`src/rtl/sched_assign_pkg.sv`:
```
// sched_assign_pkg: shared width constants, slot record and helpers for the scheduled-assign register.
package sched_assign_pkg;

    function automatic int clog2_min1(input int n);
        return ($clog2(n) < 1) ? 1 : $clog2(n);
    endfunction

    localparam int DEF_WIDTH     = 3;
    localparam int DEF_CHANNELS  = 2;
    localparam int DEF_SLOTS     = 4;
    localparam int DEF_MAX_DELAY = 31;

    localparam int SLOT_CH_W   = clog2_min1(DEF_CHANNELS);
    localparam int SLOT_DATA_W = DEF_WIDTH;
    localparam int SLOT_CNT_W  = clog2_min1(DEF_MAX_DELAY + 1);

    typedef struct packed {
        logic                   valid;
        logic [SLOT_CH_W-1:0]   ch;
        logic [SLOT_DATA_W-1:0] data;
        logic [SLOT_CNT_W-1:0]  count;
    } slot_t;

endpackage

```
`src/rtl/sched_slot.sv`:
```
// sched_slot: one pending scheduled write; counts down and fires when its count reaches zero.
module sched_slot
    import sched_assign_pkg::*;
(
    input  logic                   clk,
    input  logic                   rst_n,
    input  logic                   clr,
    input  logic                   load,
    input  slot_t                  load_rec,
    output logic                   busy,
    output logic                   fire,
    output logic [SLOT_CH_W-1:0]   ch,
    output logic [SLOT_DATA_W-1:0] data
);

    slot_t slot_q, slot_d;

    always_comb begin
        slot_d = slot_q;
        if (clr)
            slot_d.valid = 1'b0;
        else if (load)
            slot_d = load_rec;
        else if (fire)
            slot_d.valid = 1'b0;
        else if (slot_q.valid)
            slot_d.count = slot_q.count - SLOT_CNT_W'(1);
    end

    always_ff @(posedge clk or negedge rst_n) begin
        if (!rst_n)
            slot_q <= '0;
        else
            slot_q <= slot_d;
    end

    assign busy = slot_q.valid;
    assign fire = slot_q.valid && (slot_q.count == '0);
    assign ch   = slot_q.ch;
    assign data = slot_q.data;

endmodule

```
`src/rtl/sched_assign_reg.sv`:
```
// sched_assign_reg: per-channel registers written by delayed scheduled writes held in a small slot pool.
module sched_assign_reg
    import sched_assign_pkg::*;
#(
    parameter int              WIDTH     = DEF_WIDTH,
    parameter int              CHANNELS  = DEF_CHANNELS,
    parameter int              SLOTS     = DEF_SLOTS,
    parameter int              MAX_DELAY = DEF_MAX_DELAY,
    parameter logic [WIDTH-1:0] RESET_VAL = '0,
    localparam int             CW        = clog2_min1(CHANNELS),
    localparam int             DW        = clog2_min1(MAX_DELAY + 1),
    localparam int             PW        = clog2_min1(SLOTS + 1)
) (
    input  logic                      clk,
    input  logic                      rst_n,
    input  logic                      wr_valid,
    output logic                      wr_ready,
    input  logic [CW-1:0]             wr_ch,
    input  logic [WIDTH-1:0]          wr_data,
    input  logic [DW-1:0]             wr_delay,
    input  logic                      clr,
    output logic [CHANNELS*WIDTH-1:0] q,
    output logic [CHANNELS-1:0]       upd,
    output logic [PW-1:0]             pending
);

    logic [SLOTS-1:0]             busy, fire, load, win, gone;
    logic [SLOT_CH_W-1:0]         ch_s [SLOTS];
    logic [SLOT_DATA_W-1:0]       data_s [SLOTS];
    logic [SLOTS-1:0][SLOTS-1:0]  age_q, age_d;
    logic [CHANNELS*WIDTH-1:0]    q_q, q_d;
    logic [CHANNELS-1:0]          upd_q, upd_d;
    logic [DW-1:0]                delay_c;
    logic                         accept;
    slot_t                        new_rec;

    assign wr_ready = ~&busy;
    assign accept   = wr_valid & wr_ready & ~clr;
    assign delay_c  = (32'(wr_delay) > 32'(MAX_DELAY)) ? DW'(MAX_DELAY) : wr_delay;
    assign new_rec  = '{valid: 1'b1, ch: SLOT_CH_W'(wr_ch), data: SLOT_DATA_W'(wr_data),
                        count: SLOT_CNT_W'(delay_c)};
    assign gone     = fire | {SLOTS{clr}};

    always_comb begin
        load = '0;
        for (int i = SLOTS - 1; i >= 0; i--)
            if (!busy[i]) load = SLOTS'(accept) << i;
    end

    // age_q[i][j] set means slot i was accepted before slot j
    always_comb begin
        win = fire & {SLOTS{~clr}};
        for (int i = 0; i < SLOTS; i++)
            for (int j = 0; j < SLOTS; j++)
                if (fire[j] && ch_s[j] == ch_s[i] && age_q[i][j]) win[i] = 1'b0;
    end

    always_comb begin
        age_d = '0;
        for (int i = 0; i < SLOTS; i++)
            for (int j = 0; j < SLOTS; j++)
                age_d[i][j] = load[i] ? 1'b0 :
                              load[j] ? (busy[i] & ~gone[i]) :
                                        (age_q[i][j] & ~gone[i] & ~gone[j]);
    end

    always_comb begin
        q_d   = q_q;
        upd_d = '0;
        for (int c = 0; c < CHANNELS; c++)
            for (int i = 0; i < SLOTS; i++)
                if (win[i] && ch_s[i] == SLOT_CH_W'(c)) begin
                    q_d[c*WIDTH +: WIDTH] = WIDTH'(data_s[i]);
                    upd_d[c]              = 1'b1;
                end
    end

    always_comb begin
        pending = '0;
        for (int i = 0; i < SLOTS; i++)
            pending = pending + PW'(busy[i]);
    end

    always_ff @(posedge clk or negedge rst_n) begin
        if (!rst_n) begin
            q_q   <= {CHANNELS{RESET_VAL}};
            upd_q <= '0;
            age_q <= '0;
        end else begin
            q_q   <= q_d;
            upd_q <= upd_d;
            age_q <= age_d;
        end
    end

    assign q   = q_q;
    assign upd = upd_q;

    for (genvar g = 0; g < SLOTS; g++) begin : g_slot
        sched_slot u_slot (
            .clk     (clk),
            .rst_n   (rst_n),
            .clr     (clr),
            .load    (load[g]),
            .load_rec(new_rec),
            .busy    (busy[g]),
            .fire    (fire[g]),
            .ch      (ch_s[g]),
            .data    (data_s[g])
        );
    end

endmodule
```
`config.mk`:
```
export PLATFORM = sky130hd
export DESIGN_NAME = sched_assign_reg
export DESIGN_NICKNAME = d
export VERILOG_FILES = /design/src/rtl/sched_assign_pkg.sv /design/src/rtl/sched_slot.sv /design/src/rtl/sched_assign_reg.sv
export SDC_FILE = /design/constraint.sdc
export NUM_CORES = 1
export LEC_CHECK = 0
export ABC_AREA = 1
export CAP_MARGIN = 10
export CORE_MARGIN = 2
export CORE_UTILIZATION = 40
export CTS_BUF_LIST = sky130_fd_sc_hd__clkbuf_8
export DETAILED_ROUTE_END_ITERATION = 6
export RECOVER_POWER = 100
export SLEW_MARGIN = 20
export SYNTH_ARGS = -nofsm -noshare
export SYNTH_HDL_FRONTEND = slang
export SYNTH_SLANG_ARGS = --single-unit
```
`constraint.sdc`:
```
create_clock -name clk -period 2.1 [get_ports clk]
set_clock_uncertainty 0.05 [all_clocks]
set_input_delay 0.315 -clock clk [delete_from_list [all_inputs] [get_ports clk]]
set_output_delay 0.315 -clock clk [all_outputs]
set_load 0.02 [all_outputs]
```
# Yosys cells after proc, flatten, opt, wreduce, memory -nomap -nowiden
# Index checks and enable logic that the tools add are counted.
# classes
addsub	7
eq_ne	16
mux	88
bitwise_logic	49
n_reduce_logical	64
# op_table
operator	n
$mux W1	64
$mux W5	12
$logic_and A1 B1 Y1	40
$and A1 B1 Y1	38
$mux W3	8
$logic_not A5 Y1	4
$sub A5 B1 Y5 const B	4
$mux W4	4
$eq A1 B1 Y1	12
$reduce_and A3 Y1	4
$reduce_bool A3 Y1	4
$not A1 Y1	9
$ne A2 B2 Y1 const B	4
$reduce_and A2 Y1	4
$reduce_bool A2 Y1	4
$reduce_bool A4 Y1	2
$and A4 B4 Y4	1
$or A4 B4 Y4	1
$reduce_and A4 Y1	1
$add A2 B1 Y3	1
$add A3 B1 Y3	1
$add A1 B1 Y2	1
$logic_not A1 Y1	1
# word_totals
reg_bits	64
in_bits	13
output_inout_bits	12
wordCells	247

# Longest topological paths before layout
# Gate-level depths: netlist of run 1.
# depth
depth_word	12
depth_mapped	13
mapped_depth_nobuf	13

# Cells and area by module
# From an unflattened synthesis of run 1, not the netlist that was laid out.
# unflattened
cells_unflattened	567
area_unflattened_um2	4057.6
# modules_own_cells
mod	n_inst	cells_each	area_per_inst_um2	seq_area_each_um2
sched_slot	4	76	563.0	250.2
sched_assign_reg	1	263	1805.5	600.6

# Worst setup path before layout of run 1
# Ideal clock, no wire load.
# synth_path
path_type	register to output
start	register g_slot[0].u_slot.slot_q, in the netlist g_slot[0].u_slot.busy
end	output pending[1]
arrival_time_ps	1672
required_ps	1735
setup_slack_ps	63
stages_incl_launch_ff	6
n_path_buf	0
path_cell_list	dfrtp_1 > inv_1 > fa_1 > inv_1 > ha_1 > ha_1
# synth_via
elab_chain_cells	3
# synth_lines
element	line_no	rtl
start: declaration	sched_slot.sv:16	slot_t slot_q, slot_d;
start signal: assignment	sched_slot.sv:34	slot_q <= slot_d;
$add A1 B1 Y2	sched_assign_reg.sv:81	pending = pending + PW'(busy[i]);
$add A2 B1 Y3	sched_assign_reg.sv:81	
$add A3 B1 Y3	sched_assign_reg.sv:81	
end: declaration	sched_assign_reg.sv:24	output logic [PW-1:0] pending
# Every way passes these cells.

# Worst setup path in the final report of run 1
# layout_path
start	register g_slot[3].u_slot.slot_q, in the netlist g_slot[3].u_slot.busy
end	output pending[1]
# layout_via
elab_chain_cells	1
# layout_lines
element	line_no
start: declaration	sched_slot.sv:16
start signal: assignment	sched_slot.sv:34
$add A3 B1 Y3	sched_assign_reg.sv:81
# Every way passes these cells.

==> summary.md, run 1 <==
| Metric | Value |
|---|---|
| Status | complete, but fails checks |
| Failing checks | negative setup slack |
| Startpoint type of the worst setup path | flop |
| Die W | between 100 and 150 um |
| Setup WS pre-CTS | -0.276 ns |
| Area leader, netlist | dfrtp_1 |
| Core area | 9150 sq um |
| Cell count after placement | 625 |
| CTS sink cnt | 64 |
| Final Max Slew Viols | 0 |
| Antenna viol nets, final | 0 |
| Avg Cell Area, Syn | approximately 7.9 sq um |
| Worst Setup Path Type | flop to primary output |
| Grt total ovfl | 0 |
| Initial antenna violation count | 0 |
| Pwr per Cell Area | between 800 and 900 nW/um^2 |
| Synth warn | 0 |
| RSZ-0062 raised after global routing | true |
| Placement row count | 35 |
| All-Layer GR Usage | 0.201 |
| Post-DP HPWL | ~6600 um |
| Post-synthesis cell count | between 400 and 500 |
| Gpl congestion | roughly 0.83 |
| Final Hold Fails | 0 |
| Post-synth ARST share | 1.00 |
| Most frequent cells in the layout | nand2_1, dfrtp_1, nor2_1 |
| Leakage | 2.22 nW |
| Die Y | around 100 um |
| Final Util | 0.498 |
| Worst path cell trace | inv_2 -> fa_1 -> inv_2 -> ha_4 -> ha_4 -> buf_6 |
| CP endpoint kind | primary output |
| Max H-tree Level | 3 |
| # port buffers | 24 |
| Worst slew margin | 0.392 |
| Minimum clock period | 2.22 ns |
| Drt first pass iters | 4 |
| Cell Count, Final, Fillers Out | 649 |
| Max cap viols | 0 |
| Inserted Diodes | 0 |
| Post-synthesis sequential area ratio | 0.428 |
| Nets | 558 |
| Number of global-route vias before repair | about 3,200 |
| Max VDD drop | 0.000373 V |
| Design area | approximately 4600 sq um |
| Primary FF master, synth | dfrtp_1 |
| Largest net degree at the start of global routing | 65 |
| Post-route clock period utilization | 1.06 |
| IO Pins | 25 |
| Routed len/inst | 14.1 um |
| EDFF count, synth | 0 |
| Worst EP required | 1.74 ns |
| Vias/cell | just under 5 |
| Syn_nets | 496 |
| Reg clk slew, reported paths | ~0.070 ns |
| Layout cell share with drive strength beyond 1 | 0.203 |
| First-pass GRT wire length | 15,800 um |
| Yosys top cell area share | 0.428 |
| Clock Latency Late Sink | 0.35 ns |
| Slew of the pin with the lowest slew margin | 0.912 ns |
| TritonCTS clock tree | built |
| Synth cell types | 35 |
| # DRC | 0 |
| Routed via count | 3,209 |
| HP Class | flop to flop |
| Setup-failing EPs final | 2 |
| WL final | 9140 um |
| Commonest non-fill, non-tap cell in the layout | nand2_1 |
| Initial cell density of the core | 0.409 |
| Largest stage delay, worst path | approximately 0.54 ns |
| Critical Path AT | ~1.9 ns |
| Buf/Inv on CP | 3 |
| FMAX | ~0.45 GHz |
| Dominant cells by area after synthesis | dfrtp_1, nand2_1, nor2_1 |
| CTS Buf Count | 9 |
| Post-DP Area | 4280 sq um |
| First-iteration detailed-routing DRC count | 141 |
| Max Root-Sink Buffers | 2 |
| Largest delay contributor family on the critical path | adder cells |
| CP max-delay cell | fa_1 |
| Mapped Area | 3740 sq um |
| Layout area overhead | 21.9% |
| Worst Path Max Fanout | 2 |
| Die area | between 10,000 and 15,000 sq um |
| FF+latch count, synth | between 60 and 70 |
| Power, Total | 0.00401 W |
| Final Worst Setup Slack | -0.117 ns |
| CTS root buffer | clkbuf_8 |
-- report_power, final --
group | internal, W | switching [W] | total [W]
clock | 0.000687 | 0.000497 | 0.00118
sequential | 0.00149 | 0.000187 | 0.00167
combinational | 0.000473 | 0.000679 | 0.00115
-- path summary, 6_finish.rpt --
path                                             from                         end  slack [ns]  cells past startpoint
worst max register to register  g_slot[0].u_slot.busy  g_slot[1].u_slot.slot_q[1]        0.07                     11
worst max-delay path            g_slot[3].u_slot.busy                  pending[1]       -0.12                      6
worst min-delay path                             q[2]                        q[2]        0.42                      2
max in group asynchronous                       rst_n                    age_q[6]        0.70                      3
worst min register to register                   q[2]                        q[2]        0.42                      2
min in group asynchronous                       rst_n    g_slot[0].u_slot.data[1]        0.69                      3
-- area by class of cell --
cell class | instances | area [sq um]
tap | 111 | 139
clock inverter | 6 | 76.3
sequential | 64 | 1600
timing repair buffer | 60 | 514
multi-input combinational | 338 | 1860
fill | 893 | 4590
clock buffer | 10 | 138
inverter | 60 | 233
-- kinds of logic (layout without fill, tap and decap cells) --
kind of cell / count (synthesis) / count (layout) / share of synthesized area
and+or+nand+nor: 244 / 244 / 0.316
AOI/OAI and AO/OA: 71 / 71 / 0.107
buffers and inverters: 69 / 136 / 0.0803
DFF: 64 / 64 / 0.428
adders and majority gates: 12 / 12 / 0.0422
xor gates and xnor gates: 11 / 11 / 0.0258
-- worst register-to-register path: cells and delay by family (launching register included) --
kind                       cells  cell delay, ns
DFF                            1            0.39
adders and majority gates      1            0.19
AOI/OAI and AO/OA              2            0.18
buffers and inverters          4            0.48
and+or+nand+nor                4            0.62
-- through the flow --
stage | TNS [ns] | hold WS (ns)
3_3_place_gp | -0.506 | 0.317
2_1_floorplan | 0 | -0.0306
3_5_place_dp | -0.599 | 0.315
4_1_cts | -0.173 | 0.433
5_1_grt | -2.47 | 0.452
6_report | -0.154 | 0.422
-- synthesized netlist by cell type (2+ instances only) --
cell,n
nand2_1,104
dfrtp_1,64
nor2_1,59
inv_1,52
nand3_1,32
o21ai_0,27
o21ai_1,15
nor2_2,12
ha_1,11
a21oi_1,10
nand4_1,10
nand3_2,9
nor2_4,9
xor2_1,7
nand2_2,6
a31oi_1,5
inv_2,5
xnor2_1,4
a211oi_1,3
buf_2,3
buf_6,3
inv_4,3
o22ai_1,3
a21oi_2,2
buf_4,2
o211ai_1,2
-- routing by layer --
| metal | GRT usage | up-vias | share of wire |
|---|---|---|---|
| met2 | 0.325 | 56 | 0.47 |
| li1 | - | 1645 | - |
| met4 | 0.0769 | 0 | 0.021 |
| met3 | 0.0326 | 18 | 0.036 |
| met5 | 0 | - | 0 |
| met1 | 0.269 | 1490 | 0.47 |
-- registers in the layout, indices dropped and copies added (netlist names) --
signal / cells
g_slot.u_slot.slot_q: 20
g_slot.u_slot.ch: 4
g_slot.u_slot.busy: 4
q: 6
age_q: 16
g_slot.u_slot.data: 12
upd: 2
-- timing repair --
action / 4_1_cts / 5_1_grt
pin swaps: 3 / 6
gates resized for setup: 25 / 11
hold buffers: 1 / 0
endpoints found under the setup margin: 4 / 11
cloned: 0 / 0
buffers inserted: 1 / 6
hold endpoints to repair: 64 / 0
(Power assumes the default switching activity.)
==> inputs of run 2 (changes only) <==
GPL_TIMING_DRIVEN = 0   (was unset)
REMOVE_ABC_BUFFERS = 1   (was unset)
==> summary.md, run 2 (synthesis results as in run 1) <==
| Metric | Value |
|---|---|
| # port buffers | 24 |
| Max Root-Sink Buffers | 2 |
| Routed via count | 3,271 |
| Number of global-route vias before repair | 3,202 |
| R2R cell count | 12 |
| Largest stage delay, worst path | approximately 0.51 ns |
| Final Worst Setup Slack | -0.133 ns |
| Setup WS pre-CTS | -0.698 ns |
| CTS sink cnt | 64 |
| IO Pins | 25 |
| Die area | about 10,000 sq um |
| FMAX | around 0.45 GHz |
| Max VDD drop | 0.000658 V |
| Reg clk slew, reported paths | 0.07 ns |
| Startpoint type of the worst setup path | flop |
| HP Class | flop to flop |
| CP max-delay cell | fa_1 |
| Cell count after placement | 598 |
| Worst Path Max Fanout | 3 |
| Minimum clock period | 2.23 ns |
| Pwr per Cell Area | 846 nW/um^2 |
| Layout cell share with drive strength beyond 1 | 0.211 |
| Worst EP required | 1.74 ns |
| Die Y | 101 um |
| WL final | between 9000 and 10,000 um |
| First-pass GRT wire length | 15,800 um |
| Core area | 9150 sq um |
| CP endpoint kind | primary output |
| Final Hold Fails | 0 |
| All-Layer GR Usage | 0.203 |
| Status | complete, but fails checks |
| Fillers | 887 |
| Vias/cell | 5.14 |
| Antenna viol nets, final | 0 |
| Max cap viols | 0 |
| Worst Setup Path Type | flop to primary output |
| Setup-failing EPs final | 24 |
| Worst slew margin | 0.537 |
| Post-route clock period utilization | 1.06 |
| Initial antenna violation count | 0 |
| TritonCTS clock tree | built |
| RSZ-0062 raised after global routing | true |
| Max H-tree Level | 3 |
| CTS Buf Count | 9 |
| Drt first pass iters | 4 |
| Gpl congestion | between 0.8 and 0.9 |
| Largest Register | g_slot.u_slot.slot_q |
| Most frequent cells in the layout | nand2_1, dfrtp_1, nor2_1 |
| Hold slack | 0.429 ns |
| Hold Path Depth | 2 |
| Failing checks | negative setup slack |
| Die W | 101 um |
| Routed len/inst | 15.1 um |
| Critical Path AT | 1.87 ns |
| Slew of the pin with the lowest slew margin | ~0.69 ns |
| Most used cell, CP | ha_4 |
| Post-DP HPWL | 6520 um |
| Initial cell density of the core | 0.409 |
| CTS root buffer | clkbuf_8 |
| First-iteration detailed-routing DRC count | 163 |
| Leakage | 2.14 nW |
| Nets | 546 |
| Largest net degree at the start of global routing | 39 |
| R2R Setup Slk | -0.10 ns |
| Layout area overhead | 20.3% |
| Largest register FFs | 20 |
| Cell Count, Final, Fillers Out | 637 |
| # DRC | 0 |
| Commonest non-fill, non-tap cell in the layout | nand2_1 |
| Worst path cell trace | inv_4 -> fa_1 -> inv_2 -> ha_4 -> ha_4 -> buf_6 |
| Grt total ovfl | 0 |
| Placement row count | 35 |
| Inserted Diodes | 0 |
| Final Max Slew Viols | 0 |
| Clock Latency Late Sink | 0.34 ns |
-- run 2: cell count changes in the layout (fill, tap and decap cells not counted), moves of 2 or more --
| cell | delta |
|---|---|
| clkbuf_8 | +2 |
| nand3_2 | -2 |
| dfrtp_1 | -4 |
| nor3_4 | +2 |
| dfrtp_2 | +4 |
| o21ai_1 | +3 |
| o21ai_0 | -3 |
| buf_4 | -14 |
| bufinv_16 | -2 |
| inv_2 | +4 |
| nor2_1 | -2 |
| inv_1 | -6 |
| nor2_4 | +4 |
| nand3_4 | +2 |
-- run 2: worst max-delay path: cells and delay by family (launching register included) --
kind	cells	cell delay, ns
buf+inv	3	0.20
fa+ha+maj	3	0.92
flops	1	0.40
-- run 2: repair_timing --
action / 4_1_cts / 5_1_grt
gates cloned: 1 / 1
endpoints found under the setup margin: 38 / 34
hold endpoints to repair: 26 / 0
resized for setup: 32 / 26
hold buffers: 1 / 0
pin swaps: 6 / 8
buffers inserted: 14 / 6
-- run 2: area by class of cell --
class / count / area, sq um / share of cell area
Tap cell: 111 / 139 / 0.0309
Timing Repair Buffer: 46 / 404 / 0.0898
Clock inverter: 4 / 20.0 / 0.00445
Sequential cell: 64 / 1610 / 0.357
Inverter: 60 / 235 / 0.0523
Clock buffer: 12 / 165 / 0.0367
Multi-Input combinational cell: 340 / 1930 / 0.429
-- run 2: worst paths after layout --
path,start,to
setup / recovery,g_slot[1].u_slot.busy,pending[1]
hold / removal,q[3],q[3]
setup reg to reg,g_slot[1].u_slot.busy,g_slot[2].u_slot.slot_q[0]
hold reg to reg,q[3],q[3]
max in group asynchronous,rst_n,g_slot[3].u_slot.slot_q[4]
min in group asynchronous,rst_n,g_slot[1].u_slot.slot_q[3]
-- run 2: power by group --
| part | leakage, nW | internal (W) | switching, W |
|---|---|---|---|
| Sequential | 0.800 | 0.00149 | 0.000190 |
| Combinational | 1.24 | 0.000452 | 0.000674 |
| Clock | 0.101 | 0.000516 | 0.000487 |
-- run 2: per-stage QoR --
step | util | setup TNS [ns] | power [W] | cell area, sq um
after floorplan | - | -0.0314 | 0.00244 | 3670
after global placement | 0.443 | -124.28 | 0.00274 | 4050
after detailed placement | 0.445 | -21.00 | 0.00278 | 4070
after CTS | 0.483 | -0.456 | 0.00383 | 4420
after global routing | 0.492 | -4.95 | 0.00408 | 4500
final | 0.492 | -1.17 | 0.00381 | 4500
-- run 2: metal layers --
| layer | share of wire | up-vias | wire, um | GRT usage |
|---|---|---|---|---|
| li1 | - | 1629 | - | - |
| met1 | 0.45 | 1543 | 4300 | 0.266 |
| met2 | 0.48 | 85 | 4610 | 0.336 |
| met3 | 0.058 | 14 | 554 | 0.0444 |
| met4 | 0.014 | 0 | 135 | 0.0622 |
| met5 | 0 | - | 0 | 0 |
==> inputs of run 3 (changes only) <==
CORE_UTILIZATION = 35   (was 40)
HOLD_SLACK_MARGIN = 0.1   (was unset)
==> summary.md, run 3 (synthesis results as in run 1) <==
| Metric | Value |
|---|---|
| Status | complete, but fails checks |
| Failing checks | negative setup slack |
| Worst EP required | 1.74 ns |
| Minimum clock period | 2.30 ns |
| Worst Setup Path Type | flop to primary output |
| All-Layer GR Usage | 0.179 |
| IO Pins | 25 |
| Max cap viols | 0 |
| Final Worst Setup Slack | -0.200 ns |
| Post-route clock period utilization | 1.10 |
| R2R cell count | 12 |
| Multi-input logic area | between 1500 and 2000 sq um |
| Hold slack | 0.425 ns |
| # DRC | 0 |
| Final Max Slew Viols | 0 |
| Register area | about 1600 sq um |
| Leakage | 2.18 nW |
| Startpoint type of the worst setup path | flop |
| Gpl congestion | 0.850 |
| Most frequent cells in the layout | nand2_1, dfrtp_1, nor2_1 |
| Largest register FFs | 20 |
| Max VDD drop | 0.000396 V |
| WHS Endpoint | q[1] |
| Reg clk slew, reported paths | 0.07 ns |
| Worst R2R Start | g_slot[1].u_slot.busy |
| TritonCTS clock tree | built |
| Hold Path Depth | 2 |
| Die W | around 110 um |
| FMAX | ~0.43 GHz |
| # port buffers | 24 |
| Slew of the pin with the lowest slew margin | 0.796 ns |
| Grt total ovfl | 0 |
| Power, Total | 0.00399 W |
| CTS Buf Count | 9 |
| R2R Setup Slk | -0.05 ns |
| Max H-tree Level | 3 |
| Routed via count | 3,323 |
| CTS sink cnt | 64 |
| Routed len/inst | 14.8 um |
| First-pass GRT wire length | 16,000 um |
| Fillers | 1,056 |
| WL final | 9830 um |
| Vias/cell | 5.00 |
| CP endpoint kind | primary output |
| Worst slew margin | 0.469 |
| Drt first pass iters | 5 |
| Inserted Diodes | 0 |
| Design area | 4620 sq um |
| Number of global-route vias before repair | approximately 3,200 |
| Layout area overhead | 23.5% |
| Initial antenna violation count | 0 |
| Post-DP HPWL | 6540 um |
| Beginning of the worst hold path | q[1] |
| Max Root-Sink Buffers | 2 |
| Initial cell density of the core | 0.361 |
| CTS root buffer | clkbuf_8 |
| Worst Path Max Fanout | 2 |
| Post-DP Area | 4100 sq um |
| Final Hold Fails | 0 |
| Antenna viol nets, final | 0 |
| Largest net degree at the start of global routing | 35 |
| Reg-to-reg critical path endpoint | g_slot[3].u_slot.slot_q[0] |
| Nets | between 500 and 600 |
| Die area | 11,500 sq um |
| Pwr per Cell Area | 865 nW/um^2 |
| Largest Register | g_slot.u_slot.slot_q |
| Setup-failing EPs final | 20 |
| HP Class | flop to flop |
| Commonest non-fill, non-tap cell in the layout | nand2_1 |
| First-iteration detailed-routing DRC count | ~220 |
| Clock Latency Late Sink | 0.35 ns |
| RSZ-0062 raised after global routing | true |
| Setup WS pre-CTS | -0.677 ns |
| Core area | just over 10,000 sq um |
| Die Y | 107 um |
| Critical Path AT | 1.94 ns |
| Placement row count | 37 |
| Layout cell share with drive strength beyond 1 | 0.214 |
run 3: cell types whose count changed in the layout (fill, tap and decap cells not counted), moves of 2 or more:
| cell | before | now |
|---|---|---|
| inv_1 | 47 | 50 |
| buf_12 | 0 | 2 |
| clkbuf_8 | 12 | 10 |
| bufinv_16 | 0 | 2 |
| nor2_1 | 54 | 51 |
| inv_2 | 11 | 8 |
| nor2_2 | 16 | 18 |
| buf_4 | 16 | 20 |
run 3: worst max-delay path by stage:
stage	startpoint	end	slack, ns
finish	g_slot[1].u_slot.busy	pending[1]	-0.20
global route	g_slot[1].u_slot.busy	pending[1]	-0.25
CTS	g_slot[1].u_slot.busy	pending[1]	-0.22
detailed placement	clr	g_slot[2].u_slot.slot_q[3]	-0.68
global placement	rst_n	g_slot[3].u_slot.slot_q[3]	-1.56
floorplan	g_slot[0].u_slot.busy	g_slot[2].u_slot.slot_q[4]	-0.02
run 3: final cells by class:
cell class,instances,area share
clock buffers,10,0.0298
clock inverters,6,0.0165
inverters,60,0.0512
multi-input cells,340,0.421
flip-flops and latches,64,0.348
well taps,136,0.0368
repair buffers,49,0.0975
run 3: metal layers:
layer / share of wire / vias to the layer above / track usage
li1: - / 1632 / -
met5: 0 / - / 0
met2: 0.46 / 114 / 0.283
met3: 0.055 / 21 / 0.0424
met1: 0.46 / 1556 / 0.244
met4: 0.018 / 0 / 0.0531
run 3: what timing repair did:
action,CTS,global route
gates cloned,2,0
pin swaps,5,13
resized for setup,25,33
setup buffers,14,9
endpoints found under the hold margin,30,0
setup endpoints to repair,40,34
hold buffers,1,0
run 3: where the power goes:
| group | total (W) | leakage (nW) | internal (W) | switching, W |
|---|---|---|---|---|
| registers | 0.00168 | 0.802 | 0.00149 | 0.000194 |
| clock network | 0.00117 | 0.120 | 0.000686 | 0.000485 |
| logic | 0.00114 | 1.26 | 0.000454 | 0.000687 |
| total | 0.00399 | 2.18 | 0.00263 | 0.00137 |
run 3: worst max-delay path, cell delays in order (launching register included):
cell and delay (ns):
dfrtp_2 0.41, inv_4 0.05, fa_1 0.57, inv_2 0.05, ha_4 0.15, ha_4 0.25, buf_6 0.10
run 3: through the flow:
| step | TNS [ns] | instances | util |
|---|---|---|---|
| floorplan | -0.0314 | 462 | - |
| global placement | -121.21 | 622 | 0.394 |
| detailed placement | -22.49 | 623 | 0.395 |
| CTS | -0.609 | 656 | 0.430 |
| global route | -5.96 | 665 | 0.445 |
| finish | -0.713 | 665 | 0.445 |
